$ cat src/rtl/ttc_bx_tracker_pkg.sv
// Shared definitions for the TTC bunch/orbit tracker: sync state encoding and LHC defaults.
package ttc_bx_tracker_pkg;

  typedef enum logic [1:0] {
    ST_HOLD   = 2'd0,
    ST_ACQ    = 2'd1,
    ST_LOCKED = 2'd2,
    ST_LOST   = 2'd3
  } sync_state_t;

  localparam int LHC_CYCLE_DEF = 3564;

endpackage

$ cat src/rtl/ttc_bx_tracker_if.sv
// TTC decoder / trigger-DAQ side bundle for the bunch/orbit tracker.
interface ttc_bx_tracker_if #(
  parameter int MXBXN = 12,
  parameter int MXORB = 32,
  parameter int MXERR = 16
);
  import ttc_bx_tracker_pkg::*;

  logic             ttc_bx0;
  logic             ttc_resync;
  logic             ttc_l1a;
  logic [MXBXN-1:0] bxn_offset;
  logic [MXBXN-1:0] bxn_counter;
  logic [MXORB-1:0] orbit_counter;
  sync_state_t      sync_state;
  logic             locked;
  logic [MXERR-1:0] bx0_err_cnt;
  logic [MXERR-1:0] unlock_cnt;
  logic             l1a_valid;
  logic [MXBXN-1:0] l1a_bxn;
  logic [MXORB-1:0] l1a_orbit;
  logic             l1a_unlocked;

  modport master (
    output ttc_bx0, ttc_resync, ttc_l1a, bxn_offset,
    input  bxn_counter, orbit_counter, sync_state, locked, bx0_err_cnt, unlock_cnt,
    input  l1a_valid, l1a_bxn, l1a_orbit, l1a_unlocked
  );

  modport slave (
    input  ttc_bx0, ttc_resync, ttc_l1a, bxn_offset,
    output bxn_counter, orbit_counter, sync_state, locked, bx0_err_cnt, unlock_cnt,
    output l1a_valid, l1a_bxn, l1a_orbit, l1a_unlocked
  );

endinterface

$ cat src/rtl/ttc_bx_tracker_sat_counter.sv
// Saturating up-counter with synchronous clear; holds at all-ones.
module sat_counter #(
  parameter int WIDTH = 16
) (
  input  logic             clock,
  input  logic             reset,
  input  logic             clr,
  input  logic             inc,
  output logic [WIDTH-1:0] count
);

  always_ff @(posedge clock) begin
    if (reset || clr)
      count <= '0;
    else if (inc && (count != '1))
      count <= count + WIDTH'(1);
  end

endmodule

$ cat src/rtl/ttc_bx_tracker.sv
// Bunch/orbit tracker: bxn/orbit counting, bx0 lock/unlock hysteresis, misalignment counting, L1A latching.
module ttc_bx_tracker
  import ttc_bx_tracker_pkg::*;
#(
  parameter int MXBXN      = 12,
  parameter int LHC_CYCLE  = LHC_CYCLE_DEF,
  parameter int MXORB      = 32,
  parameter int MXERR      = 16,
  parameter int LOCK_GOOD  = 4,
  parameter int UNLOCK_BAD = 2
) (
  input logic clock,
  input logic reset,
  ttc_bx_tracker_if.slave bus
);

  localparam logic [MXBXN-1:0] LAST_BX = MXBXN'(LHC_CYCLE - 1);
  localparam int GW = $clog2(LOCK_GOOD + 1);
  localparam int BW = $clog2(UNLOCK_BAD + 1);
  localparam logic [GW-1:0] GOOD_TGT = GW'(LOCK_GOOD);
  localparam logic [BW-1:0] BAD_TGT  = BW'(UNLOCK_BAD);

  sync_state_t      state;
  logic [GW-1:0]    good_run;
  logic [BW-1:0]    bad_run;
  logic [MXBXN-1:0] off_lim_p1;
  logic [MXBXN-1:0] bxn;
  logic [MXBXN-1:0] realign_bx;
  logic             align, good, bad, realign;
  logic             err_inc, unlock_inc, orbit_inc;

  // Stage p1: clamp the offset into the orbit range
  always_ff @(posedge clock) begin
    if (reset)
      off_lim_p1 <= '0;
    else
      off_lim_p1 <= (bus.bxn_offset > LAST_BX) ? LAST_BX : bus.bxn_offset;
  end

  assign align      = (bxn == off_lim_p1);
  assign good       = bus.ttc_bx0 && align;
  assign bad        = bus.ttc_bx0 ^ align;
  assign realign_bx = (off_lim_p1 == LAST_BX) ? '0 : off_lim_p1 + MXBXN'(1);

  // Only HOLD, LOST and a misaligned bx0 in ACQ move the phase; LOCKED flywheels
  assign realign = !bus.ttc_resync && bus.ttc_bx0 &&
                   ((state == ST_HOLD) || (state == ST_LOST) || ((state == ST_ACQ) && !align));

  assign err_inc    = !bus.ttc_resync && bad && (state != ST_HOLD);
  assign unlock_inc = !bus.ttc_resync && bad && (state == ST_LOCKED) &&
                      (bad_run + BW'(1) == BAD_TGT);
  assign orbit_inc  = !bus.ttc_resync && (state != ST_HOLD) && (bxn == LAST_BX);

  always_ff @(posedge clock) begin
    if (reset)
      bxn <= '0;
    else if (bus.ttc_resync || (state == ST_HOLD && !realign))
      bxn <= off_lim_p1;
    else if (realign)
      bxn <= realign_bx;
    else
      bxn <= (bxn == LAST_BX) ? '0 : bxn + MXBXN'(1);
  end

  always_ff @(posedge clock) begin
    if (reset || bus.ttc_resync) begin
      state    <= ST_HOLD;
      good_run <= '0;
      bad_run  <= '0;
    end else begin
      case (state)
        ST_HOLD, ST_LOST: begin
          if (bus.ttc_bx0) begin
            state    <= (LOCK_GOOD == 1) ? ST_LOCKED : ST_ACQ;
            good_run <= GW'(1);
            bad_run  <= '0;
          end
        end
        ST_ACQ: begin
          if (good) begin
            good_run <= good_run + GW'(1);
            if (good_run + GW'(1) == GOOD_TGT) begin
              state   <= ST_LOCKED;
              bad_run <= '0;
            end
          end else if (bus.ttc_bx0) begin
            good_run <= GW'(1);
            if (LOCK_GOOD == 1) state <= ST_LOCKED;
          end else if (align) begin
            good_run <= '0;
          end
        end
        ST_LOCKED: begin
          if (good) begin
            bad_run <= '0;
          end else if (bad) begin
            if (bad_run + BW'(1) == BAD_TGT) begin
              state   <= ST_LOST;
              bad_run <= '0;
            end else begin
              bad_run <= bad_run + BW'(1);
            end
          end
        end
        default: state <= ST_HOLD;
      endcase
    end
  end

  sat_counter #(.WIDTH(MXERR)) u_err_cnt (
    .clock(clock), .reset(reset), .clr(1'b0), .inc(err_inc), .count(bus.bx0_err_cnt)
  );

  sat_counter #(.WIDTH(MXERR)) u_unlock_cnt (
    .clock(clock), .reset(reset), .clr(1'b0), .inc(unlock_inc), .count(bus.unlock_cnt)
  );

  sat_counter #(.WIDTH(MXORB)) u_orbit_cnt (
    .clock(clock), .reset(reset), .clr(bus.ttc_resync), .inc(orbit_inc), .count(bus.orbit_counter)
  );

  // Stage p1: event header latch, sees pre-resync counter values
  always_ff @(posedge clock) begin
    if (reset) begin
      bus.l1a_valid    <= 1'b0;
      bus.l1a_bxn      <= '0;
      bus.l1a_orbit    <= '0;
      bus.l1a_unlocked <= 1'b0;
    end else begin
      bus.l1a_valid <= bus.ttc_l1a;
      if (bus.ttc_l1a) begin
        bus.l1a_bxn      <= bxn;
        bus.l1a_orbit    <= bus.orbit_counter;
        bus.l1a_unlocked <= (state != ST_LOCKED);
      end
    end
  end

  assign bus.bxn_counter = bxn;
  assign bus.sync_state  = state;
  assign bus.locked      = (state == ST_LOCKED);

endmodule

$ cat src/flat_wrapper.sv
// flat-port wrapper written by rule: the top's interface ports become plain ports
module ttc_bx_tracker_flat import ttc_bx_tracker_pkg::*;
#(
  parameter int MXBXN      = 12,
  parameter int LHC_CYCLE  = LHC_CYCLE_DEF,
  parameter int MXORB      = 32,
  parameter int MXERR      = 16,
  parameter int LOCK_GOOD  = 4,
  parameter int UNLOCK_BAD = 2
)
  (clock, reset, bus_ttc_bx0, bus_ttc_resync, bus_ttc_l1a, bus_bxn_offset, bus_bxn_counter, bus_orbit_counter, bus_sync_state, bus_locked, bus_bx0_err_cnt, bus_unlock_cnt, bus_l1a_valid, bus_l1a_bxn, bus_l1a_orbit, bus_l1a_unlocked);
  ttc_bx_tracker_if #(.MXBXN(MXBXN), .MXORB(MXORB), .MXERR(MXERR)) bus_i ();
  input logic clock;
  input logic reset;
  input wire logic [$bits(bus_i.ttc_bx0)-1:0] bus_ttc_bx0;
  input wire logic [$bits(bus_i.ttc_resync)-1:0] bus_ttc_resync;
  input wire logic [$bits(bus_i.ttc_l1a)-1:0] bus_ttc_l1a;
  input wire logic [$bits(bus_i.bxn_offset)-1:0] bus_bxn_offset;
  output wire logic [$bits(bus_i.bxn_counter)-1:0] bus_bxn_counter;
  output wire logic [$bits(bus_i.orbit_counter)-1:0] bus_orbit_counter;
  output wire logic [$bits(bus_i.sync_state)-1:0] bus_sync_state;
  output wire logic [$bits(bus_i.locked)-1:0] bus_locked;
  output wire logic [$bits(bus_i.bx0_err_cnt)-1:0] bus_bx0_err_cnt;
  output wire logic [$bits(bus_i.unlock_cnt)-1:0] bus_unlock_cnt;
  output wire logic [$bits(bus_i.l1a_valid)-1:0] bus_l1a_valid;
  output wire logic [$bits(bus_i.l1a_bxn)-1:0] bus_l1a_bxn;
  output wire logic [$bits(bus_i.l1a_orbit)-1:0] bus_l1a_orbit;
  output wire logic [$bits(bus_i.l1a_unlocked)-1:0] bus_l1a_unlocked;
  assign bus_i.ttc_bx0 = bus_ttc_bx0;
  assign bus_i.ttc_resync = bus_ttc_resync;
  assign bus_i.ttc_l1a = bus_ttc_l1a;
  assign bus_i.bxn_offset = bus_bxn_offset;
  assign bus_bxn_counter = bus_i.bxn_counter;
  assign bus_orbit_counter = bus_i.orbit_counter;
  assign bus_sync_state = bus_i.sync_state;
  assign bus_locked = bus_i.locked;
  assign bus_bx0_err_cnt = bus_i.bx0_err_cnt;
  assign bus_unlock_cnt = bus_i.unlock_cnt;
  assign bus_l1a_valid = bus_i.l1a_valid;
  assign bus_l1a_bxn = bus_i.l1a_bxn;
  assign bus_l1a_orbit = bus_i.l1a_orbit;
  assign bus_l1a_unlocked = bus_i.l1a_unlocked;
  ttc_bx_tracker #(.MXBXN(MXBXN), .LHC_CYCLE(LHC_CYCLE), .MXORB(MXORB), .MXERR(MXERR), .LOCK_GOOD(LOCK_GOOD), .UNLOCK_BAD(UNLOCK_BAD)) u_core (.clock(clock), .reset(reset), .bus(bus_i));
endmodule
$ cat config.mk
export PLATFORM = sky130hd
export DESIGN_NAME = ttc_bx_tracker_flat
export DESIGN_NICKNAME = d
export VERILOG_FILES = /design/src/rtl/ttc_bx_tracker_pkg.sv /design/src/rtl/ttc_bx_tracker_if.sv /design/src/rtl/ttc_bx_tracker_sat_counter.sv /design/src/rtl/ttc_bx_tracker.sv /design/src/flat_wrapper.sv
export SDC_FILE = /design/constraint.sdc
export NUM_CORES = 1
export LEC_CHECK = 0
export ABC_CLOCK_PERIOD_IN_PS = 6050
export CAP_MARGIN = 25
export CORE_UTILIZATION = 56
export DETAILED_ROUTE_END_ITERATION = 8
export MAX_ROUTING_LAYER = met4
export PLACE_DENSITY = 0.89
export SKIP_CTS_REPAIR_TIMING = 1
export SLEW_MARGIN = 10
export SYNTH_ARGS = -nofsm -noshare
export SYNTH_HDL_FRONTEND = slang
export SYNTH_SLANG_ARGS = --single-unit
export TNS_END_PERCENT = 10
$ cat constraint.sdc
create_clock -name clock -period 6.05 [get_ports clock]
set_input_delay 1.21 -clock clock [delete_from_list [all_inputs] [get_ports clock]]
set_output_delay 1.21 -clock clock [all_outputs]
set_load 0.05 [all_outputs]
# == Word level (Yosys, flattened, before mapping) ==
# Cells that the tools add are included.
# word_totals
latch_bits,0
register_bits,141
memories,0
mem_bits_ro,0
output_inout_bits,125
inputBits,17
mem_bits_rw,0
# op_classes
div_mod_pow,0
eq_ne,20
order_cmp,1
shift,0
addsub,7
mul,0
bitwise,1
n_reduce_logical,29
mux,24
# op_table
op,count
$mux W12,5
$add A16 B1 Y16 const B,2
$add A32 B1 Y32 const B,1
$ne A16 B16 Y1 const B,2
$ne A32 B32 Y1 const B,1
$add A12 B1 Y12 const B,2
$eq A12 B12 Y1 const B,2
$mux W2,12
$logic_and A1 B1 Y1,14
$eq A12 B12 Y1,1
$gt A12 B12 Y1 const B,1
$mux W3,4
$pmux W2 S3,2
$ne A2 B2 Y1 const B,4
$eq A2 B2 Y1 const B,3
$ne A2 B1 Y1 const B,3
$pmux W3 S2,1
$reduce_and A6 Y1,1
$logic_or A1 B1 Y1,4
$ne A4 B2 Y1 const B,1
$reduce_and A4 Y1,1
$reduce_bool A2 Y1,2
$reduce_or A2 Y1,2
$add A3 B1 Y3 const B,1
other kinds (8),10

# == Longest topological paths before layout ==
# Gate-level depths: netlist of the first run.
# logic_depth
word_depth,9
depth_mapped,12
ltp_nobuf,10

# == By module ==
# A second synthesis of the first run with hierarchy kept.
# unflattened
hier_cells,787
area_unflattened_um2,7065.5
# modules_own_cells
module,area_per_inst_um2,cells_each,n_inst
ttc_bx_tracker,3689.8,408,1
sat_counter (u_core.u_err_cnt ...),847.1,95,2
sat_counter (u_core.u_orbit_cnt),1681.6,189,1

# == Worst setup path after synthesis of the first run ==
# No wires, ideal clock.
# synth_path
kind,flip-flop to flip-flop
startpoint,register u_core.bxn[4] (netlist: u_core.bus.bxn_counter[4])
endpoint,register u_core.u_err_cnt.count[14]
path_slack_ns,3.155
setup_time_ns,0.060
stages_incl_launch_ff,11
t_arrival_ns,2.834
path_buffers,1
path_cell_list,dfxtp_1 -> buf_2 -> xor2_1 -> nor4_2 -> nand2_1 -> nor2_1 -> ha_1 -> nand2_1 -> or4b_1 -> or4_1 -> nand2_1
# synth_between
elab_chain_len,5
# synth_lines
item,line,source
from (decl),ttc_bx_tracker.sv:27,logic [MXBXN-1:0] bxn;
from (signal assigned),ttc_bx_tracker.sv:58,bxn <= off_lim_p1;
from (signal assigned),ttc_bx_tracker.sv:60,bxn <= realign_bx;
from (signal assigned),ttc_bx_tracker.sv:62,bxn <= (bxn == LAST_BX) ? '0 : bxn + MXBXN'(1);
$eq A12 B12 Y1,ttc_bx_tracker.sv:40,assign align = (bxn == off_lim_p1);
$xor A1 B1 Y1,ttc_bx_tracker.sv:42,assign bad = bus.ttc_bx0 ^ align;
$logic_and A1 B1 Y1 (2 in series),ttc_bx_tracker.sv:49,assign err_inc = !bus.ttc_resync && bad && (state != ST_HOLD);
$logic_and A1 B1 Y1,ttc_bx_tracker_sat_counter.sv:15,else if (inc && (count != '1))
to (signal assigned),ttc_bx_tracker_sat_counter.sv:16,count <= count + WIDTH'(1);
to (decl),ttc_bx_tracker_sat_counter.sv:9,output logic [WIDTH-1:0] count
# Every way passes these cells.
# A chain may end at the register's enable or synchronous reset.

# == Final worst setup path of the first run ==
# layout_path
startpoint,input port bus_ttc_resync
endpoint,register u_core.u_err_cnt.count[12]
# layout_between
elab_chain_len,4
# layout_lines
item,line,source
from (decl),flat_wrapper.sv:16,input wire logic [$bits(bus_i.ttc_resync)-1:0] bus_ttc_resync;
$logic_not A1 Y1,ttc_bx_tracker.sv:49,
$logic_and A1 B1 Y1 (2 in series),ttc_bx_tracker.sv:49,
$logic_and A1 B1 Y1,ttc_bx_tracker_sat_counter.sv:15,
# Every way passes these cells.

==> impl_metrics.csv, run 1 <==
group,metric,value,unit
global_routing,antenna_found_initial,0,
floorplan,ios,142,
sta,fin_tns_setup,0,ns
sta,rsz0062_at_grt,"no",
clock_network,clkTransAtPathRegs,0.06,ns
global_routing,grt_pass1_wl,29.2,mm
synth,synthCells,814,
placement,dpl_cell_area,8510,sq um
detailed_routing,wl,17.7,mm
placement,io_buffers,141,
power_and_ir_drop,p_leak,3.25,nW
synth,syn_area_per_cell,8.69,sq um
global_routing,grt_max_degree,57,
critical_path,crit_type,"input port to flip-flop",
detailed_routing,ant_nets,0,
synth,synth_compound_area_share,13.4,%
clock_network,cts_made_buffers,17,
sta,fin_crit_sh,56.4,%
sta,fin_worst_skew,0.00796,ns
placement,gp_congestion,0.923,
sta,holdWs,0.485,ns
floorplan,start_util,58.2,%
final_layout,nFillCells,865,
status,status,"finished, final reports clean",
global_routing,grt_pass1_vias,5902,
synth,ys_ff_latch,141,
synth,synth-xor-area-share,6.31,%
floorplan,fp.dieArea,13100,sq um
synth,synth_ff_type,"dfxtp_1",
synth,ys_seq_area_share,39.9,%
detailed_routing,wire_per_inst,16.0,microns
clock_network,htreeDepth,4,
final_layout,nets,959,
floorplan,core,12200,sq um
clock_network,cts.sink_count,141,
synth,netlist_area,7070,sq um
sta,relSlewSlack,44.7,%
final_layout,finalNonFillerCells,1109,
sta,finalMaxSlewViolations,0,
critical_path,arrival,3.75,ns
floorplan,row_count,40,
power_and_ir_drop,vdd_drop_max,0.000154,V
sta,setup_viol_count_final,0,
final_layout,design_area,9070,sq um
power_and_ir_drop,p_per_area,238,nW/um^2
clock_network,cts_root_buf,"clkbuf_16",
detailed_routing,drtIter0Drc,498,
global_routing,grt_overflow,0,
final_layout,drive_above_1_share,6.48,%
critical_path,cp.required,6.39,ns
clock_network,cts_tree,"done",
floorplan,die_w,114,microns
min_path,hold_class,"flip-flop to flip-flop",
critical_path,critPathMaxFanout,12,
clock_network,clkLatencyLatePin,0.42,ns
synth,yosys.area_share.simple,26.5,%
synth,synth_cell_types,70,
placement,dp_cells,1077,
run,max_cap_viol_count,0,
detailed_routing,drc,0,
sta,hold_viol_final,0,
synth,yosysWarningCount,0,
synth,synth.area.mux_share,7.39,%
clock_network,cts_buffer_depth,2,
synth,synth_top_family_by_area,"simple AND/OR/NAND/NOR gates",
sta,post-route-min-period,3.41,ns
sta,worst_slew_pin_slew,0.825,ns
detailed_routing,first_pass_iters,5,
power_and_ir_drop,power.total,2.16,mW
global_routing,grt_usage,28.8,%
detailed_routing,routed_via_density,5.89,
placement,hpwl,12.0,mm
synth,synth_edf_count,0,
critical_path,start_kind,"input port",
synth,ys_async_sr_fraction,0,%
synth,synthesis.nets,844,
final_layout,area_delta_synth_final,28.2,%
synth,synthAdderAreaFrac,2.30,%
floorplan,dieHeight,114,microns
detailed_routing,via_count,6536,
sta,clock.fmax,0.293,GHz
final_layout,antenna_cells,0,
critical_path,endpoint_kind,"flip-flop",
-- placed cells by master, fill, tap and decap left out, types with 4 or more instances in the layout --
master and n:
o21ai_0 26, a2111oi_0 4, o211ai_1 10, clkdlybuf4s50_1 139, nor4_1 8, ha_1 13
buf_4 5, nor3_1 16, a31oi_1 6, or3_1 17, o2111ai_1 5, mux2i_1 50
clkinv_2 5, inv_1 22, xor2_1 14, xnor2_1 37, dfxtp_1 141, nor2b_1 13
nand3_1 37, nor3b_1 6, nand4_1 27, or4_1 13, o31ai_1 10, clkbuf_16 17
and3_1 13, a21oi_1 45, a211oi_1 7, nor2_1 105, and4_1 12, nand2_1 41
and2_1 6
-- critical path, stage by stage --
cell	delay [ns]
clkdlybuf4s50_1	0.62
nor2_2	0.43
nand2_1	0.33
or4b_1	0.64
or3_1	0.36
a21oi_1	0.16
-- sequential cells by signal (all words and copies together) (netlist names) --
signal                     flops
u_core.bad_run                 2
u_core.u_orbit_cnt.count      32
u_core.bus.sync_state          2
u_core.bus.l1a_orbit          32
u_core.bus.bxn_counter        12
u_core.bus.l1a_bxn            12
u_core.bus.l1a_valid           1
u_core.off_lim_p1             12
u_core.bus.l1a_unlocked        1
u_core.u_err_cnt.count        16
u_core.u_unlock_cnt.count     16
u_core.good_run                3
-- path summary, 6_finish.rpt --
path / from / endpoint / slack, ns / cells after the start
max: bus_ttc_resync / u_core.u_err_cnt.count[12] / 2.64 / 6
min: u_core.bad_run[1] / u_core.bad_run[1] / 0.48 / 1
max reg2reg: u_core.bus.bxn_counter[10] / u_core.u_err_cnt.count[12] / 2.95 / 9
min reg2reg: u_core.bad_run[1] / u_core.bad_run[1] / 0.48 / 1
-- per-stage QoR --
stage / setup WS, ns / utilization, %
5_1_grt: 2.46 / 74.6
6_report: 2.64 / 74.6
4_1_cts: 2.71 / 74.6
2_1_floorplan: 3.16 / -
3_3_place_gp: 2.35 / 70.0
3_5_place_dp: 2.27 / 70.0
-- per-layer routing --
metal	share of wire, %	GRT usage [%]	up-vias
met5	0	-	-
met4	1.1	8.40	0
met3	6.7	7.25	21
met2	46	43.9	241
met1	46	37.9	3081
li1	-	-	3193
-- cells in the mapped netlist (7+ instances only) --
cell type  instances  share of area (%)
inv_1             22                1.2
xnor2_1           37                4.6
nor2_1           105                5.6
nor4_1             9               0.80
buf_2              8               0.57
or3_1             17                1.5
a211oi_1           7               0.74
a21oi_1           45                3.2
nand3_1           37                2.6
and3_1            13                1.1
nand2_1           41                2.2
xor2_1            14                1.7
nand4_1           27                2.4
o31ai_1           10                1.1
o21ai_0           26                1.8
ha_1              13                2.3
nor3_1            16                1.1
o211ai_1          10                1.1
nor2b_1           13                1.1
dfxtp_1          141                 40
mux2i_1           50                7.1
and4_1            12                1.5
clkbuf_1          35                1.9
or4_1             13                1.4
-- area by class of cell --
type | instances | area [sq um] | share of cell area, %
timing repair buffer | 146 | 1440 | 15.9
multi-input combinational | 601 | 3960 | 43.6
clock inverter | 10 | 88.8 | 0.979
tap | 168 | 210 | 2.32
sequential | 141 | 2820 | 31.1
inverter | 22 | 82.6 | 0.910
clock buffer | 21 | 470 | 5.19
-- logic make-up (layout without fill, tap and decap cells) --
logic type / Yosys count / count (layout)
DFF: 141 / 141
adders and majority gates: 13 / 13
and+or+nand+nor: 344 / 344
buffers and inverters: 72 / 199
xor gates and xnor gates: 51 / 51
muxes: 52 / 52
AOI/OAI and AO/OA: 141 / 141
-- power by group --
part	internal, mW	total (mW)	switching, mW
Sequential	0.946	0.977	0.0315
Combinational	0.0745	0.196	0.122
Clock	0.594	0.987	0.392
Total	1.61	2.16	0.546
No activity file was read; power rests on OpenSTA's default activity.
==> run 2, diff against run 1 <==
--- a/config.mk
+++ b/config.mk
@@ -5,12 +5,12 @@
 export SDC_FILE = /design/constraint.sdc
 export NUM_CORES = 1
 export LEC_CHECK = 0
-export ABC_CLOCK_PERIOD_IN_PS = 6050
+export ABC_CLOCK_PERIOD_IN_PS = 3100
 export CAP_MARGIN = 25
-export CORE_UTILIZATION = 56
+export CORE_UTILIZATION = 47
 export DETAILED_ROUTE_END_ITERATION = 8
 export MAX_ROUTING_LAYER = met4
-export PLACE_DENSITY = 0.89
+export PLACE_DENSITY = 0.8
 export SKIP_CTS_REPAIR_TIMING = 1
 export SLEW_MARGIN = 10
 export SYNTH_ARGS = -nofsm -noshare
==> constraint.sdc (replaced) <==
create_clock -name clock -period 3.1 [get_ports clock]
set_input_delay 0.62 -clock clock [delete_from_list [all_inputs] [get_ports clock]]
set_output_delay 0.62 -clock clock [all_outputs]
set_load 0.05 [all_outputs]
==> run 2 against run 1 <==
Effect of this change:
- total power grew 110%
- non-clock buffer count grew 19
- clock-buffer cell count fell by 1
- first-iteration DRC count rose by 26%
- global-route usage decreased by 4.5 points
- cell count is 3.2% higher
- worst hold slack lost 0.0091 ns
- critical endpoint is now u_core.u_unlock_cnt.count[14]
- largest power group unchanged
- highest routed layer unchanged
==> impl_metrics.csv, run 2 (synthesis gave the netlist of run 1 again) <==
group,metric,value,unit
status,status,"finished, final reports clean",
run,max_cap_viol_count,0,
final_layout,antenna_cells,0,
power_and_ir_drop,power.total,4.43,mW
final_layout,reg_top3,"u_core.bus.l1a_orbit: 32 flops, u_core.u_orbit_cnt.count: 32 flops",
critical_path,cp_cell_sequence,"xor2_1, nor4_4, nand2_1, nor2_1, ha_1, and3b_1, nand2_1, nor4b_1, xnor2_1, nor2_1",
floorplan,core,14600,sq um
sta,post-route-min-period,2.78,ns
floorplan,start_util,48.5,%
final_layout,drive_above_1_share,8.13,%
critical_path,start_kind,"flip-flop",
power_and_ir_drop,p_sw_share,24.4,%
sta,fin_crit_sh,89.8,%
floorplan,dieHeight,125,microns
clock_network,cts_root_buf,"clkbuf_16",
global_routing,grt_usage,24.3,%
detailed_routing,drtIter0Drc,628,
detailed_routing,ant_nets,0,
power_and_ir_drop,pwr-share-seq,42.6,%
sta,worst_slew_pin_slew,0.808,ns
final_layout,design_area,9300,sq um
sta,fin_tns_setup,0,ns
global_routing,grt_pass1_wl,30.0,mm
clock_network,cts_made_buffers,17,
power_and_ir_drop,p_per_area,476,nW/um^2
final_layout,final_common_cell,"dfxtp_1",
placement,gp_congestion,0.924,
detailed_routing,routed_via_density,5.75,
min_path,hold_class,"flip-flop to flip-flop",
sta,rsz0062_at_grt,"no",
detailed_routing,wire_per_inst,16.0,microns
placement,hpwl,12.5,mm
global_routing,antenna_found_initial,0,
critical_path,arrival,3.09,ns
detailed_routing,drc,0,
critical_path,slowest_delay,0.47,ns
final_layout,nFillCells,1181,
floorplan,die_w,125,microns
critical_path,cp.required,3.41,ns
global_routing,grt_overflow,0,
clock_network,clkLatencyLatePin,0.43,ns
global_routing,grt_pass1_vias,5893,
sta,clock.fmax,0.359,GHz
critical_path,critPathMaxFanout,11,
clock_network,cts_buffer_depth,2,
sta,hold_viol_final,0,
power_and_ir_drop,p_sw,1.08,mW
placement,io_buffers,141,
final_layout,nets,978,
clock_network,cts_tree,"done",
final_layout,mostFrequentLayoutCells,"dfxtp_1 (141), clkdlybuf4s50_1 (139), nor2_1 (105)",
critical_path,critical_path.slowest_cell,"dfxtp_1",
critical_path,crit_type,"flip-flop to flip-flop",
sta,fin_worst_skew,0.00831,ns
floorplan,row_count,44,
sta,holdWs,0.476,ns
detailed_routing,first_pass_iters,5,
power_and_ir_drop,power_frac_clock,47.6,%
sta,relSlewSlack,46.0,%
power_and_ir_drop,vdd_drop_max,0.000411,V
sta,setup_viol_count_final,0,
final_layout,seq_area,2820,sq um
final_layout,multiInputGateArea,3970,sq um
global_routing,grt_max_degree,42,
detailed_routing,via_count,6575,
placement,dpl_cell_area,8690,sq um
floorplan,fp.dieArea,15500,sq um
power_and_ir_drop,p_comb_share,9.8,%
clock_network,htreeDepth,4,
critical_path,endpoint_kind,"flip-flop",
sta,finalMaxSlewViolations,0,
power_and_ir_drop,p_leak,3.37,nW
clock_network,cts.sink_count,141,
detailed_routing,wl,18.3,mm
clock_network,clkTransAtPathRegs,0.06,ns
power_and_ir_drop,p_int,3.35,mW
final_layout,area_delta_synth_final,31.5,%
floorplan,ios,142,
[run 2: cell types whose count changed in the layout (fill, tap and decap cells not counted), moves of 2 or more]
| cell | change |
|---|---|
| clkbuf_8 | -3 |
| bufinv_16 | +3 |
| buf_4 | +19 |
| clkinv_2 | -2 |
| clkbuf_1 | +2 |
[run 2: metal layers]
| layer | track usage [%] | routed length (microns) | part of all wire, % |
|---|---|---|---|
| met3 | 5.54 | 1270 | 6.9 |
| met4 | 8.29 | 353 | 1.9 |
| met5 | - | 0 | 0 |
| met1 | 32.7 | 8540 | 47 |
| met2 | 35.8 | 8110 | 44 |
[run 2: worst max-delay path, delay by kind of cell, from the launching register on]
kind          cells  cell delay (ns)
simple gates      7             1.60
flops             1             0.47
xor+xnor          2             0.34
fa+ha+maj         1             0.25
[run 2: power groups by stage]
stage / Sequential, mW / Clock (mW) / Combinational, mW
3_5_place_dp: 1.93 / 0 / 0.423
4_1_cts: 1.89 / 2.14 / 0.426
2_1_floorplan: 1.99 / 0 / 0.217
3_3_place_gp: 1.93 / 0 / 0.421
5_1_grt: 1.89 / 2.22 / 0.465
6_report: 1.89 / 2.11 / 0.433
[run 2: worst paths after layout]
check / end / cells past startpoint / start / slack, ns
min reg2reg: u_core.bus.l1a_unlocked / 2 / u_core.bus.l1a_unlocked / 0.48
max reg2reg: u_core.u_unlock_cnt.count[14] / 10 / u_core.bus.bxn_counter[0] / 0.32
max: u_core.u_unlock_cnt.count[14] / 10 / u_core.bus.bxn_counter[0] / 0.32
min: u_core.bus.l1a_unlocked / 2 / u_core.bus.l1a_unlocked / 0.48
[run 2: final cells by class]
class / instances / share of cell area [%]
multi-input cells: 601 / 42.6
flip-flops and latches: 141 / 30.3
repair buffers: 165 / 17.2
clock buffers: 20 / 4.69
well taps: 184 / 2.47
clock inverters: 11 / 1.80
inverters: 22 / 0.888
[run 2: stage by stage]
stage	std cells	setup WS [ns]	util, %
global placement	1113	0.377	59.6
detailed placement	1113	0.312	59.6
CTS	1144	0.291	63.7
global route	1144	0.0744	63.8
floorplan	814	0.205	-
finish	1144	0.317	63.8
